--- config.mk ---
export PLATFORM = sky130hd
export DESIGN_NAME = poly_operand_sequencer
export DESIGN_NICKNAME = d
export VERILOG_FILES = /design/src/rtl/poly_operand_sequencer.sv
export SDC_FILE = /design/constraint.sdc
export NUM_CORES = 1
export LEC_CHECK = 0
export ABC_CLOCK_PERIOD_IN_PS = 4400
export BUFFER_PORTS_ARGS = -buffer_cell sky130_fd_sc_hd__buf_2
export CELL_PAD_IN_SITES_DETAIL_PLACEMENT = 1
export CELL_PAD_IN_SITES_GLOBAL_PLACEMENT = 1
export CORE_MARGIN = 2
export CORE_UTILIZATION = 25
export CTS_CLUSTER_SIZE = 20
export DETAILED_ROUTE_END_ITERATION = 10
export PLACE_DENSITY_LB_ADDON = 0.1
export SLEW_MARGIN = 10
export SYNTH_ARGS = -nofsm -noshare
export SYNTH_HDL_FRONTEND = slang
export SYNTH_SLANG_ARGS = --single-unit
--- constraint.sdc ---
create_clock -name clk -period 4.4 [get_ports clk]
set_input_delay 0 -clock clk [delete_from_list [all_inputs] [get_ports clk]]
set_output_delay 0 -clock clk [all_outputs]
set_load 0.02 [all_outputs]
--- src/rtl/poly_operand_sequencer.sv ---
// poly_operand_sequencer: replays a captured {A,B,C,X} set into the quadratic evaluator's go/data_in protocol and returns its result
module poly_operand_sequencer #(
  parameter int DATA_W         = 8,
  parameter int GO_HIGH        = 2,
  parameter int GO_LOW         = 2,
  parameter int COMPUTE_CYCLES = 8
) (
  input  logic              clk,
  input  logic              resetn,
  input  logic              in_valid,
  output logic              in_ready,
  input  logic [DATA_W-1:0] in_a,
  input  logic [DATA_W-1:0] in_b,
  input  logic [DATA_W-1:0] in_c,
  input  logic [DATA_W-1:0] in_x,
  output logic [DATA_W-1:0] eval_data_in,
  output logic              eval_go,
  input  logic [DATA_W-1:0] eval_result,
  output logic              res_valid,
  input  logic              res_ready,
  output logic [DATA_W-1:0] res_data,
  output logic              busy
);
  localparam int TMAX = (GO_HIGH > GO_LOW) ? ((GO_HIGH > COMPUTE_CYCLES) ? GO_HIGH : COMPUTE_CYCLES)
                                           : ((GO_LOW > COMPUTE_CYCLES) ? GO_LOW : COMPUTE_CYCLES);
  localparam int TW = $clog2(TMAX + 1);
  typedef enum logic [2:0] {IDLE, DRIVE, RELEASE, COMPUTE, HOLD} state_t;
  state_t            state_q;
  logic [1:0]        idx_q;
  logic [TW-1:0]     tmr_q;
  logic [DATA_W-1:0] a_q, b_q, c_q, x_q, din_q, res_q, op_d;
  logic              go_q;
  // operand loaded alongside the next go rise, so data_in never moves while go is high
  always_comb op_d = (idx_q == 2'd0) ? b_q : (idx_q == 2'd1) ? c_q : x_q;
  always_ff @(posedge clk or negedge resetn) begin
    if (!resetn) begin
      state_q <= IDLE;
      idx_q   <= '0;
      tmr_q   <= '0;
      a_q     <= '0;
      b_q     <= '0;
      c_q     <= '0;
      x_q     <= '0;
      din_q   <= '0;
      res_q   <= '0;
      go_q    <= 1'b0;
    end else begin
      case (state_q)
        IDLE: if (in_valid) begin
          a_q     <= in_a;
          b_q     <= in_b;
          c_q     <= in_c;
          x_q     <= in_x;
          din_q   <= in_a;
          go_q    <= 1'b1;
          idx_q   <= '0;
          tmr_q   <= '0;
          state_q <= DRIVE;
        end
        DRIVE: if (tmr_q == TW'(GO_HIGH - 1)) begin
          go_q    <= 1'b0;
          tmr_q   <= '0;
          state_q <= RELEASE;
        end else tmr_q <= tmr_q + TW'(1);
        RELEASE: if (tmr_q == TW'(GO_LOW - 1)) begin
          tmr_q <= '0;
          if (idx_q == 2'd3) state_q <= COMPUTE;
          else begin
            idx_q   <= idx_q + 2'd1;
            din_q   <= op_d;
            go_q    <= 1'b1;
            state_q <= DRIVE;
          end
        end else tmr_q <= tmr_q + TW'(1);
        COMPUTE: if (tmr_q == TW'(COMPUTE_CYCLES - 1)) begin
          res_q   <= eval_result;
          tmr_q   <= '0;
          state_q <= HOLD;
        end else tmr_q <= tmr_q + TW'(1);
        HOLD: if (res_ready) state_q <= IDLE;
        default: state_q <= IDLE;
      endcase
    end
  end
  assign in_ready     = (state_q == IDLE);
  assign busy         = (state_q != IDLE);
  assign res_valid    = (state_q == HOLD);
  assign res_data     = res_q;
  assign eval_go      = go_q;
  assign eval_data_in = din_q;
endmodule

### Word-level counts from Yosys, hierarchy flattened

Index checks and enable logic that the tools add are counted.

| storage, ports and cells | value |
|---|---|
| output and inout port bits | 20 |
| word-level logic and storage cells | 64 |
| bits in registers | 50 |

| cells by class | value |
|---|---|
| equality and inequality tests | 14 |
| reduce and logical (&&, ||, !) cells | 13 |
| $add $sub $neg | 2 |
| multiplexer cells | 26 |

Operator list:

| cell | count |
|---|---|
| 2-to-1 mux 8 bit | 5 |
| one-hot mux 8 bit (2 select lines) | 1 |
| 2-to-1 mux 3 bit | 5 |
| one-hot mux 3 bit (5 select lines) | 1 |
| 2-to-1 mux 4 bit | 3 |
| one-hot mux 4 bit (3 select lines) | 1 |
| inequality test 2 bit, second input constant | 5 |
| AND reduction 5 bit | 2 |
| nonzero test 3 bit | 3 |
| 2-to-1 mux 2 bit | 4 |
| == test 3 x 2 -> 1 bit, second input constant | 2 |
| AND reduction 2 bit | 3 |
| adder 4 x 1 -> 4 bit, second input constant | 1 |
| == test 4 x 1 -> 1 bit, second input constant | 1 |
| == test 4 x 3 -> 1 bit, second input constant | 1 |
| 2-to-1 mux 1 bit | 4 |
| one-hot mux 2 bit (2 select lines) | 1 |
| AND reduction 4 bit | 1 |
| == test 3 x 1 -> 1 bit, second input constant | 1 |
| == test 3 bit, second input constant | 1 |
| logical NOT 3 bit | 1 |
| one-hot mux 1 bit (3 select lines) | 1 |
| adder 2 x 1 -> 2 bit, second input constant | 1 |
| == test 2 x 1 -> 1 bit, second input constant | 1 |
| 5 further kinds | 5 |

### Depth between registers and ports, before layout

Gate-level depths: netlist of run 1.

| depth | value |
|---|---|
| depth after elaboration | 6 |
| gate-level depth with buffers | 7 |
| gate-level depth less buffers | 6 |

### Worst setup path before layout of run 1

OpenSTA, ideal clock, no wires.

| timing path | value |
|---|---|
| path type | reg2reg |
| start | register tmr_q[1] |
| end | register din_q[0], in the netlist eval_data_in[0] |
| library setup time | 0.125 ns |
| slack | 2.504 ns |
| data required time | 4.275 ns |
| path buffers | 1 |
| arrival time | 1.771 ns |
| clock period less this slack | 1.896 ns |
| cell stages (with the launch flop) | 8 |
| cell sequence | dfrtp_1 -> inv_1 -> ha_1 -> nor3b_4 -> nor3_2 -> a2111oi_4 -> buf_6 -> mux2_4 |

| on the way | value |
|---|---|
| longest elaborated chain between the ends | 3 |

RTL lines:

| element | RTL line | source |
|---|---|---|
| from (decl) | 30 | `logic [TW-1:0] tmr_q;` |
| from (signal assigned) | 64 | `end else tmr_q <= tmr_q + TW'(1);` |
| from (signal assigned) | 74 | `end else tmr_q <= tmr_q + TW'(1);` |
| from (signal assigned) | 79 | `end else tmr_q <= tmr_q + TW'(1);` |
| == test 4 x 1 -> 1 bit | 65 | `RELEASE: if (tmr_q == TW'(GO_LOW - 1)) begin` |
| inequality test 2 bit (no source line) | -- |  |
| AND reduction 4 bit (no source line) | -- |  |
| to (signal assigned) | 54 | `din_q <= in_a;` |
| to (signal assigned) | 70 | `din_q <= op_d;` |
| to (decl) | 31 | `logic [DATA_W-1:0] a_q, b_q, c_q, x_q, din_q, res_q, op_d;` |

No other way between the ends.
A chain may end at the register's enable or synchronous reset.

### Worst setup path after layout of run 1

| timing path | value |
|---|---|
| start | register tmr_q[1] |
| end | register din_q[7], in the netlist eval_data_in[7] |

Same word-level chain as after synthesis.

==> results of run 1 <==
Yosys cell counts, drive strengths merged:
master and n:
dfrtp 50, and3b 1, nor3b 3, a21bo 1
nor2b 9, a21oi 3, mux2 41, nor3 4
or3 1, mux2i 2, nor4b 1, o32ai 1
or3b 1, buf 7, ha 5, a21boi 1
nand3b 1, o32a 1, o22a 1, a21o 2
clkbuf 2, nand3 1, nand2b 2, xnor2 1
inv 7, nor2 4, o31a 1, a31oi 1
o22ai 1, o2bb2ai 9, and3 1, a211oi 8
or2 1, o21ai 10, nand2 4, a2111oi 1
path summary, 6_finish.rpt:
path	to	slack [ns]	from
worst max-delay path	eval_data_in[7]$_DFFE_PN0P_	1.90	tmr_q[1]$_DFFE_PN0P_
worst min-delay path	eval_data_in[6]$_DFFE_PN0P_	0.05	in_a[6]
worst max register to register	eval_data_in[7]$_DFFE_PN0P_	1.90	tmr_q[1]$_DFFE_PN0P_
worst min register to register	x_q[2]$_DFFE_PN0P_	0.51	x_q[2]$_DFFE_PN0P_
max in group asynchronous	state_q[0]$_DFFE_PN0P_	3.60	resetn
min in group asynchronous	x_q[6]$_DFFE_PN0P_	0.36	resetn
worst reg2reg max path, stage by stage (launching register included):
cell and delay, ns:
dfrtp_1 0.40, inv_1 0.08, ha_1 0.15, nor3b_4 0.28, nor3_2 0.11, a2111oi_4 0.95
mux2_2 0.42
through the flow:
| step | hold slack (ns) | utilization (%) | total power [W] | area (um^2) | setup WS, ns |
|---|---|---|---|---|---|
| floorplan | -0.2956 | - | 0.001400 | 2441 | 2.504 |
| global route | 0.05159 | 34.48 | 0.002071 | 3323 | 1.712 |
| global placement | 0.1880 | 30.05 | 0.001631 | 2897 | 1.902 |
| finish | 0.04957 | 34.48 | 0.001904 | 3323 | 1.905 |
| CTS | 0.04236 | 34.48 | 0.001943 | 3323 | 1.852 |
| detailed placement | 0.1776 | 30.05 | 0.001640 | 2897 | 1.845 |
state kept, by name, summed over array words and instances, names as in the netlist:
register      flops
x_q               8
eval_go           1
c_q               8
state_q           3
tmr_q             4
b_q               8
eval_data_in      8
idx_q             2
res_data          8
metal layers:
layer	wire length [um]	vias to the layer above	track usage, %
li1	-	884	-
met1	2933	891	16.69
met2	2974	41	21.57
met3	290	4	3.051
met4	53	0	2.733
met5	0	-	0
kinds of logic after synthesis:
| group | Yosys count | share of synthesized area, % |
|---|---|---|
| muxes | 43 | 20.96 |
| DFF | 50 | 51.26 |
| buffers and inverters | 16 | 3.024 |
| adders and majority gates | 5 | 2.563 |
| xor gates and xnor gates | 1 | 0.3589 |
| AOI/OAI and AO/OA | 41 | 12.81 |
| and+or+nand+nor | 34 | 9.021 |
power by group through the flow:
stage	Clock (W)	Combinational [W]	Sequential [W]
after floorplan	0	0.000592	0.000807
after global placement	0	0.000835	0.000796
after detailed placement	0	0.000844	0.000796
after CTS	0.000288	0.000868	0.000787
after global routing	0.000310	0.000943	0.000818
final	0.000272	0.000847	0.000785
cell type report:
| type | count | area (um^2) | area share, % |
|---|---|---|---|
| clock buffer | 6 | 72.57 | 2.184 |
| clock inverter | 2 | 13.76 | 0.4142 |
| tap | 133 | 166.4 | 5.008 |
| timing repair buffer | 99 | 670.6 | 20.18 |
| multi-input combinational | 124 | 1122 | 33.77 |
| sequential | 50 | 1251 | 37.65 |
| inverter | 7 | 26.28 | 0.7907 |
==> results.ini, run 1 <==
[layout]
finalNonFillerCells=421
area_delta_synth_final_pct=36.14
layout.nets=336
drive_gt1_share_pct=41.67
layout_commonest_cell=buf_2
final_cell_mix=buf_2 (63), dfrtp_1 (50), dlygate4sd3_1 (34)
n_antenna_cell=0
fillers=1114

[placed_design]
gp_congestion=0.6861
placed_cells=379
io_buffers=63
hpwl_um=4112

[floorplan]
top_level_ports=64
dieArea_um2=10570
die_x_um=102.8
row_count=36
die_y_um=102.8
core_um2=9639
initial_utilization_pct=25.32

[power]
power.leakage_nw=1.511
clock_power_share_pct=14.3
peakVddDrop_uv=166.3
p_comb_share_pct=44.5
p_sw_w=0.0007080
p_int_w=0.001196
powerDensity_nw_per_um2=573.0
p_sw_share_pct=37.18
power_frac_seq_pct=41.2

[timing]
fmax_mhz=400.8
tightest_slew_ns=1.033
fin_setup_tns_ns=0
slew_headroom_pct=31.11
hold_viol=0
setup_viol=0
rsz0062_at_grt=no
post-route-period-util_pct=56.71
finalClockSkew_ns=0.01340
maxSlewViolCount=0
fin_crit_ns=2.495

[yosys]
yosysTopAreaCellShare_pct=51.26
synthDistinctLibCells=41
ys_top_cells_by_area=dfrtp_1 (51%), mux2_2 (15%), mux2_4 (4.9%)
synth_area_um2=2441
seq_area_frac_synth_pct=51.26
ys_ff_latch=50
syn_area_per_cell_um2=12.85
yosysWarnings=0
yosysTopAreaCell=dfrtp_1
syn_nets=239
synthCells=190

[setup_path]
required_ns=4.59
critPathArrivalTime_ns=2.69
reg2reg_depth=6
cp_slowest_stage_delay_ns=0.95
crit_type=register to register
cp-end-kind=register
path_cells=inv_1 -> ha_1 -> nor3b_4 -> nor3_2 -> a2111oi_4 -> mux2_2
start_kind=register
crit_buf_inv=1
cp_num_cells=6
crit_fanout=11
critPathTopFamily=compound AO/OA/AOI/OAI gates
crit_path_top_delay_cell=a2111oi_4

[clocking]
root_buffer=clkbuf_8
post_cts_buffers=0
numCtsBuffers=5
insertion_delay_ns=0.30
clockBufferDepth=2
htreeDepth=2
cts_tree=done
clk_pin_slew_ns=0.10
cts_resized=0
cts_hold_buffers=34
clock_sinks=50

[global_routing]
grt-ovfl-total=0
grt_usage_pct=12.75
antenna_found_initial=0
grt_pass1_vias=1965
grt_first_pass_wirelength_um=10260
grt_max_degree=51

[route]
vias=1820
first_pass_iters=3
routedWlPerCell_um=14.85
ant_nets=0
viasPerCell=4.323
drc=0
wirelength_um=6252
drt_iter0_markers=39

[min_path]
hold_path.class=primary input to register
hold_depth=3

[status]
status=completed

[run]
drv_cap=0

Note: power is estimated with default switching activity, not from simulation.
==> run 2: changes to the inputs <==
- ABC_CLOCK_PERIOD_IN_PS: 4400 -> 2600
- clock period: 4.4 -> 2.6 ns (I/O delays scaled with it)
==> run 2 against run 1 <==
Net effect:
- die area stayed put
- first-iteration DRC count down 15%
- clock power rose to 2.5 times the previous value
- sequential share of layout area down 0.95 points
- fmax up 19%
- cell count up 0.95%
- critical path depth rose by 1
- design area is 2.6% higher
- sequential power is 66% higher
- critical endpoint unchanged
- largest cell class unchanged
- largest power group unchanged
==> results.ini, run 2 (synthesis gave the netlist of run 1 again) <==
[global_routing]
grt_pass1_vias=2049
grt_usage_pct=12.95
grt_first_pass_wirelength_um=10410
grt-ovfl-total=0
antenna_found_initial=0
grt_max_degree=51

[route]
routedWlPerCell_um=14.60
drt_iter0_markers=33
ant_nets=0
drc=0
vias=1887
wirelength_um=6206
viasPerCell=4.440
first_pass_iters=3

[floorplan]
dieArea_um2=10570
row_count=36
initial_utilization_pct=25.32
die_y_um=102.8
die_x_um=102.8
core_um2=9639
top_level_ports=64

[setup_path]
crit_fanout=11
required_ns=2.79
critPathArrivalTime_ns=2.29
start_kind=register
cp-end-kind=register
crit_type=register to register

[layout]
final_util_pct=35.37
fillers=1095
layout_commonest_cell=buf_2
drive_gt1_share_pct=42.81
multi_input_comb_area_um2=1122
final_cell_mix=buf_2 (63), dfrtp_1 (50), dlygate4sd3_1 (34)
layout.nets=340
area_delta_synth_final_pct=39.67
n_antenna_cell=0
seq_area_um2=1251

[timing]
slew_headroom_pct=56.02
maxSlewViolCount=0
fmax_mhz=476.1
hold_slack_ns=0.04864
tightest_slew_ns=0.6597
fin_crit_ns=2.101
setup_viol=0
fin_setup_tns_ns=0
hold_viol=0
rsz0062_at_grt=no
finalClockSkew_ns=0.008168
post-route-period-util_pct=80.79

[clocking]
numCtsBuffers=5
root_buffer=clkbuf_8
insertion_delay_ns=0.30
clk_pin_slew_ns=0.10
cts_tree=done
htreeDepth=2
clockBufferDepth=2
clock_sinks=50

[power]
powerDensity_nw_per_um2=1018
p_sw_share_pct=34.76
power.leakage_nw=1.558
power_frac_seq_pct=37.4
p_int_w=0.002265
p_comb_share_pct=42.9
peakVddDrop_uv=288.1
clock_power_share_pct=19.7
p_sw_w=0.001207
p_total_w=0.003472

[status]
status=completed

[placed_design]
gp_congestion=0.6862
io_buffers=63
hpwl_um=4319

[run]
drv_cap=0

[min_path]
hold_path.class=primary input to register

-- run 2: worst paths after layout --
path	endpoint	slack, ns	from	depth (start not counted)
setup reg to reg	eval_data_in[7]$_DFFE_PN0P_	0.50	tmr_q[1]$_DFFE_PN0P_	7
max in group asynchronous	res_data[0]$_DFFE_PN0P_	1.81	resetn	3
hold / removal	eval_data_in[5]$_DFFE_PN0P_	0.05	in_a[5]	3
setup / recovery	eval_data_in[7]$_DFFE_PN0P_	0.50	tmr_q[1]$_DFFE_PN0P_	7
hold reg to reg	x_q[4]$_DFFE_PN0P_	0.51	x_q[4]$_DFFE_PN0P_	1
min in group asynchronous	x_q[6]$_DFFE_PN0P_	0.34	resetn	3
-- run 2: layout make-up --
class	count	area share, %
timing repair buffer	103	20.55
clock buffer	6	2.422
multi-input combinational	124	32.92
clock inverter	2	1.761
sequential	50	36.70
tap	133	4.881
inverter	7	0.7706
-- run 2: timing repair --
item	in CTS	in global routing
buffers inserted	0	0
hold buffers	34	0
gates resized for setup	0	0
endpoints found under the hold margin	83	0
-- run 2: power by group through the flow --
stage	sequential, W	combinational, W	clock, W
after floorplan	0.00137	0.00100	0
after global placement	0.00132	0.00147	0
after detailed placement	0.00132	0.00149	0
after CTS	0.00131	0.00153	0.000712
after global routing	0.00135	0.00165	0.000754
final	0.00130	0.00149	0.000683
-- run 2: through the flow --
stage	setup slack [ns]	cells	instance area (um^2)
6_report	0.4994	425	3410
5_1_grt	0.3688	425	3410
4_1_cts	0.4686	425	3410
3_5_place_dp	0.4804	383	2927
3_3_place_gp	0.5471	383	2927
2_1_floorplan	0.7035	190	2441
-- run 2: worst max-delay path, stage by stage, from the launching register on --
cell and delay, ns:
dfrtp_1 0.40, inv_1 0.08, ha_1 0.15, nor3b_4 0.28
nor3_2 0.11, a2111oi_4 0.33, buf_4 0.28, mux2_2 0.35
-- run 2: metal layers --
metal	track usage (%)	wire, um	share of wire, %
met2	22.07	3083	50
met1	16.27	2721	44
met3	3.797	336	5.4
met4	3.036	64	1.0
met5	0	0	0
==> run 3: changes to the inputs <==
- ABC_AREA: not set -> 1
- ABC_CLOCK_PERIOD_IN_PS: 2600 -> 1750
- clock period: 2.6 -> 1.75 ns (I/O delays scaled with it)
==> run 3 against run 2 <==
Net effect:
- first-iteration DRC count grew to 3.2 times the previous value
- sequential share of layout area is 0.70 points lower
- clock-buffer cell count up 1
- non-clock buffer count is 9 higher
- power increased by 48%
- register-to-register slack worse by 0.29 ns
- via count rose by 27%
- clock power increased by 6.0%
- combinational power up 67%
- die area increased by 3.2%
- highest routed layer unchanged
- clock skew up 0.0020 ns
- utilization rose by 0.19 points
==> results.ini, run 3 <==
[power]
power.leakage_nw=1.833
peakVddDrop_uv=445.3
powerDensity_nw_per_um2=1480

[timing]
fin_setup_tns_ns=0
setup_viol=0
fin_crit_ns=1.644
tightest_slew_ns=0.6826
hold_viol=0
post-route-period-util_pct=93.96
fmax_mhz=608.2
finalClockSkew_ns=0.01014
slew_headroom_pct=54.50
rsz0062_at_grt=no
maxSlewViolCount=0
setup_ws_ns=0.1057

[yosys]
synth.most_common_cell=nand2_1
synthDistinctLibCells=26
seq_area_frac_synth_pct=49.60
synth_area_um2=2522
syn_nets=378
synth-edff-count=0
yosysTopAreaCell=dfrtp_1
ys_ff_latch=50
synthCells=329
ys_top_cells_by_area=dfrtp_1 (50%), nand2_1 (22%), nand3_1 (9.7%)
synth_common_cells=nand2_1 (151), dfrtp_1 (50), nand3_1 (49)
yosysTopAreaCellShare_pct=49.60
yosysWarnings=0
syn_area_per_cell_um2=7.667
synth_ff_type=dfrtp_1
synthArstFlopShare_pct=100.0

[global_routing]
antenna_found_initial=0
grt_max_degree=51
grt_pass1_vias=2651
grt_first_pass_wirelength_um=12870
grt-ovfl-total=0
grt_usage_pct=14.49

[min_path]
hold_depth=5
hold_path.class=primary input to register

[route]
first_pass_iters=4
vias=2400
wirelength_um=7510
ant_nets=0
routedWlPerCell_um=13.22
drc=0
viasPerCell=4.225
drt_iter0_markers=106

[clocking]
post_cts_buffers=0
clk_pin_slew_ns=0.10
clock_sinks=50
htreeDepth=2
insertion_delay_ns=0.30
numCtsBuffers=5
cts_tree=done
root_buffer=clkbuf_8
clockBufferDepth=2

[floorplan]
die_y_um=104.4
dieArea_um2=10910
top_level_ports=64
row_count=36
initial_utilization_pct=25.81
die_x_um=104.4
core_um2=9774

[placed_design]
io_buffers=63
gp_congestion=0.7765
dp_worst_setup_slack_ns=0.1310
hpwl_um=5024

[layout]
layout.nets=483
layout_commonest_cell=nand2_1
area_delta_synth_final_pct=37.80
n_antenna_cell=0
final_cell_mix=nand2_1 (151), buf_2 (63), dfrtp_1 (50)
final_util_pct=35.56
drive_gt1_share_pct=20.69

[setup_path]
required_ns=1.75
crit_type=register to output port
crit_fanout=25
start_kind=register
reg2reg_depth=7
critPathArrivalTime_ns=1.64
cp-end-kind=output port

[status]
status=completed

[run]
drv_cap=0

[run 3: cell count changes after synthesis, moves of 9 or more]
| cell | before | now |
|---|---|---|
| nand2_1 | 4 | 151 |
| nand3_1 | 1 | 49 |
| mux2_2 | 33 | 0 |
| nor2_1 | 4 | 19 |
| nor2b_1 | 9 | 0 |
| o2bb2ai_1 | 9 | 0 |
[run 3: power breakdown]
| part | switching [W] | internal [W] | leakage, nW |
|---|---|---|---|
| combinational | 0.00162 | 0.000877 | 1.18 |
| sequential | 0.000305 | 0.00162 | 0.600 |
| clock | 0.000403 | 0.000321 | 0.0482 |
[run 3: cells by family (layout without fill, tap and decap cells)]
group	Yosys count	after routing	synth area share [%]
AND/OR/NAND/NOR	230	230	38.24
flip-flops	50	50	49.60
buffers and inverters	32	138	6.547
AO/OA/AOI/OAI	10	10	2.431
adder cells (fa/ha/maj)	5	5	2.480
XOR/XNOR	2	2	0.6946
[run 3: stage by stage]
stage                     hold WS, ns  cell area [um^2]  power [W]  cells
after floorplan               -0.2956              2522   0.003686    329
after global placement         0.1777              2974   0.004340    520
after detailed placement       0.1855              2974   0.004400    520
after CTS                    0.009180              3466   0.005217    568
after global routing          0.04438              3476   0.005678    568
final                         0.02784              3476   0.005143    568
[run 3: what timing repair did]
| item | 4_1_cts | 5_1_grt |
|---|---|---|
| gates resized for setup | 0 | 2 |
| endpoints found under the setup margin | 0 | 8 |
| hold buffers | 40 | 0 |
| endpoints found under the hold margin | 89 | 0 |
[run 3: worst paths after layout]
kind / start / to / slack, ns
worst min-delay path: in_a[7] / eval_data_in[7]$_DFFE_PN0P_ / 0.03
worst min register to register: x_q[2]$_DFFE_PN0P_ / x_q[2]$_DFFE_PN0P_ / 0.48
worst max-delay path: state_q[0]$_DFFE_PN0P_ / in_ready / 0.11
worst max register to register: state_q[1]$_DFFE_PN0P_ / tmr_q[3]$_DFFE_PN0P_ / 0.21
min in group asynchronous: resetn / res_data[7]$_DFFE_PN0P_ / 0.35
max in group asynchronous: resetn / eval_data_in[6]$_DFFE_PN0P_ / 0.95
[run 3: metal layers]
metal / wire (um) / global-route usage, % / up-vias
met1: 3835 / 20.23 / 1117
met3: 187 / 2.193 / 4
li1: - / - / 1240
met2: 3432 / 23.81 / 39
met5: 0 / 0 / -
met4: 55 / 2.896 / 0
[run 3: cell type report]
class,count,area [um^2]
Inverter,18,70.07
Clock buffer,7,86.33
Multi-Input combinational cell,247,1114
Clock inverter,1,5.005
Timing Repair Buffer,112,783.3
Sequential cell,50,1251
Tap cell,133,166.4
Fill cell,1226,6299
[run 3: critical path, stage by stage, from the launching register on]
cell and delay [ns]:
dfrtp_1 0.49, nor2_4 0.19, nand2_2 0.09, inv_2 0.07, buf_4 0.27, buf_2 0.22
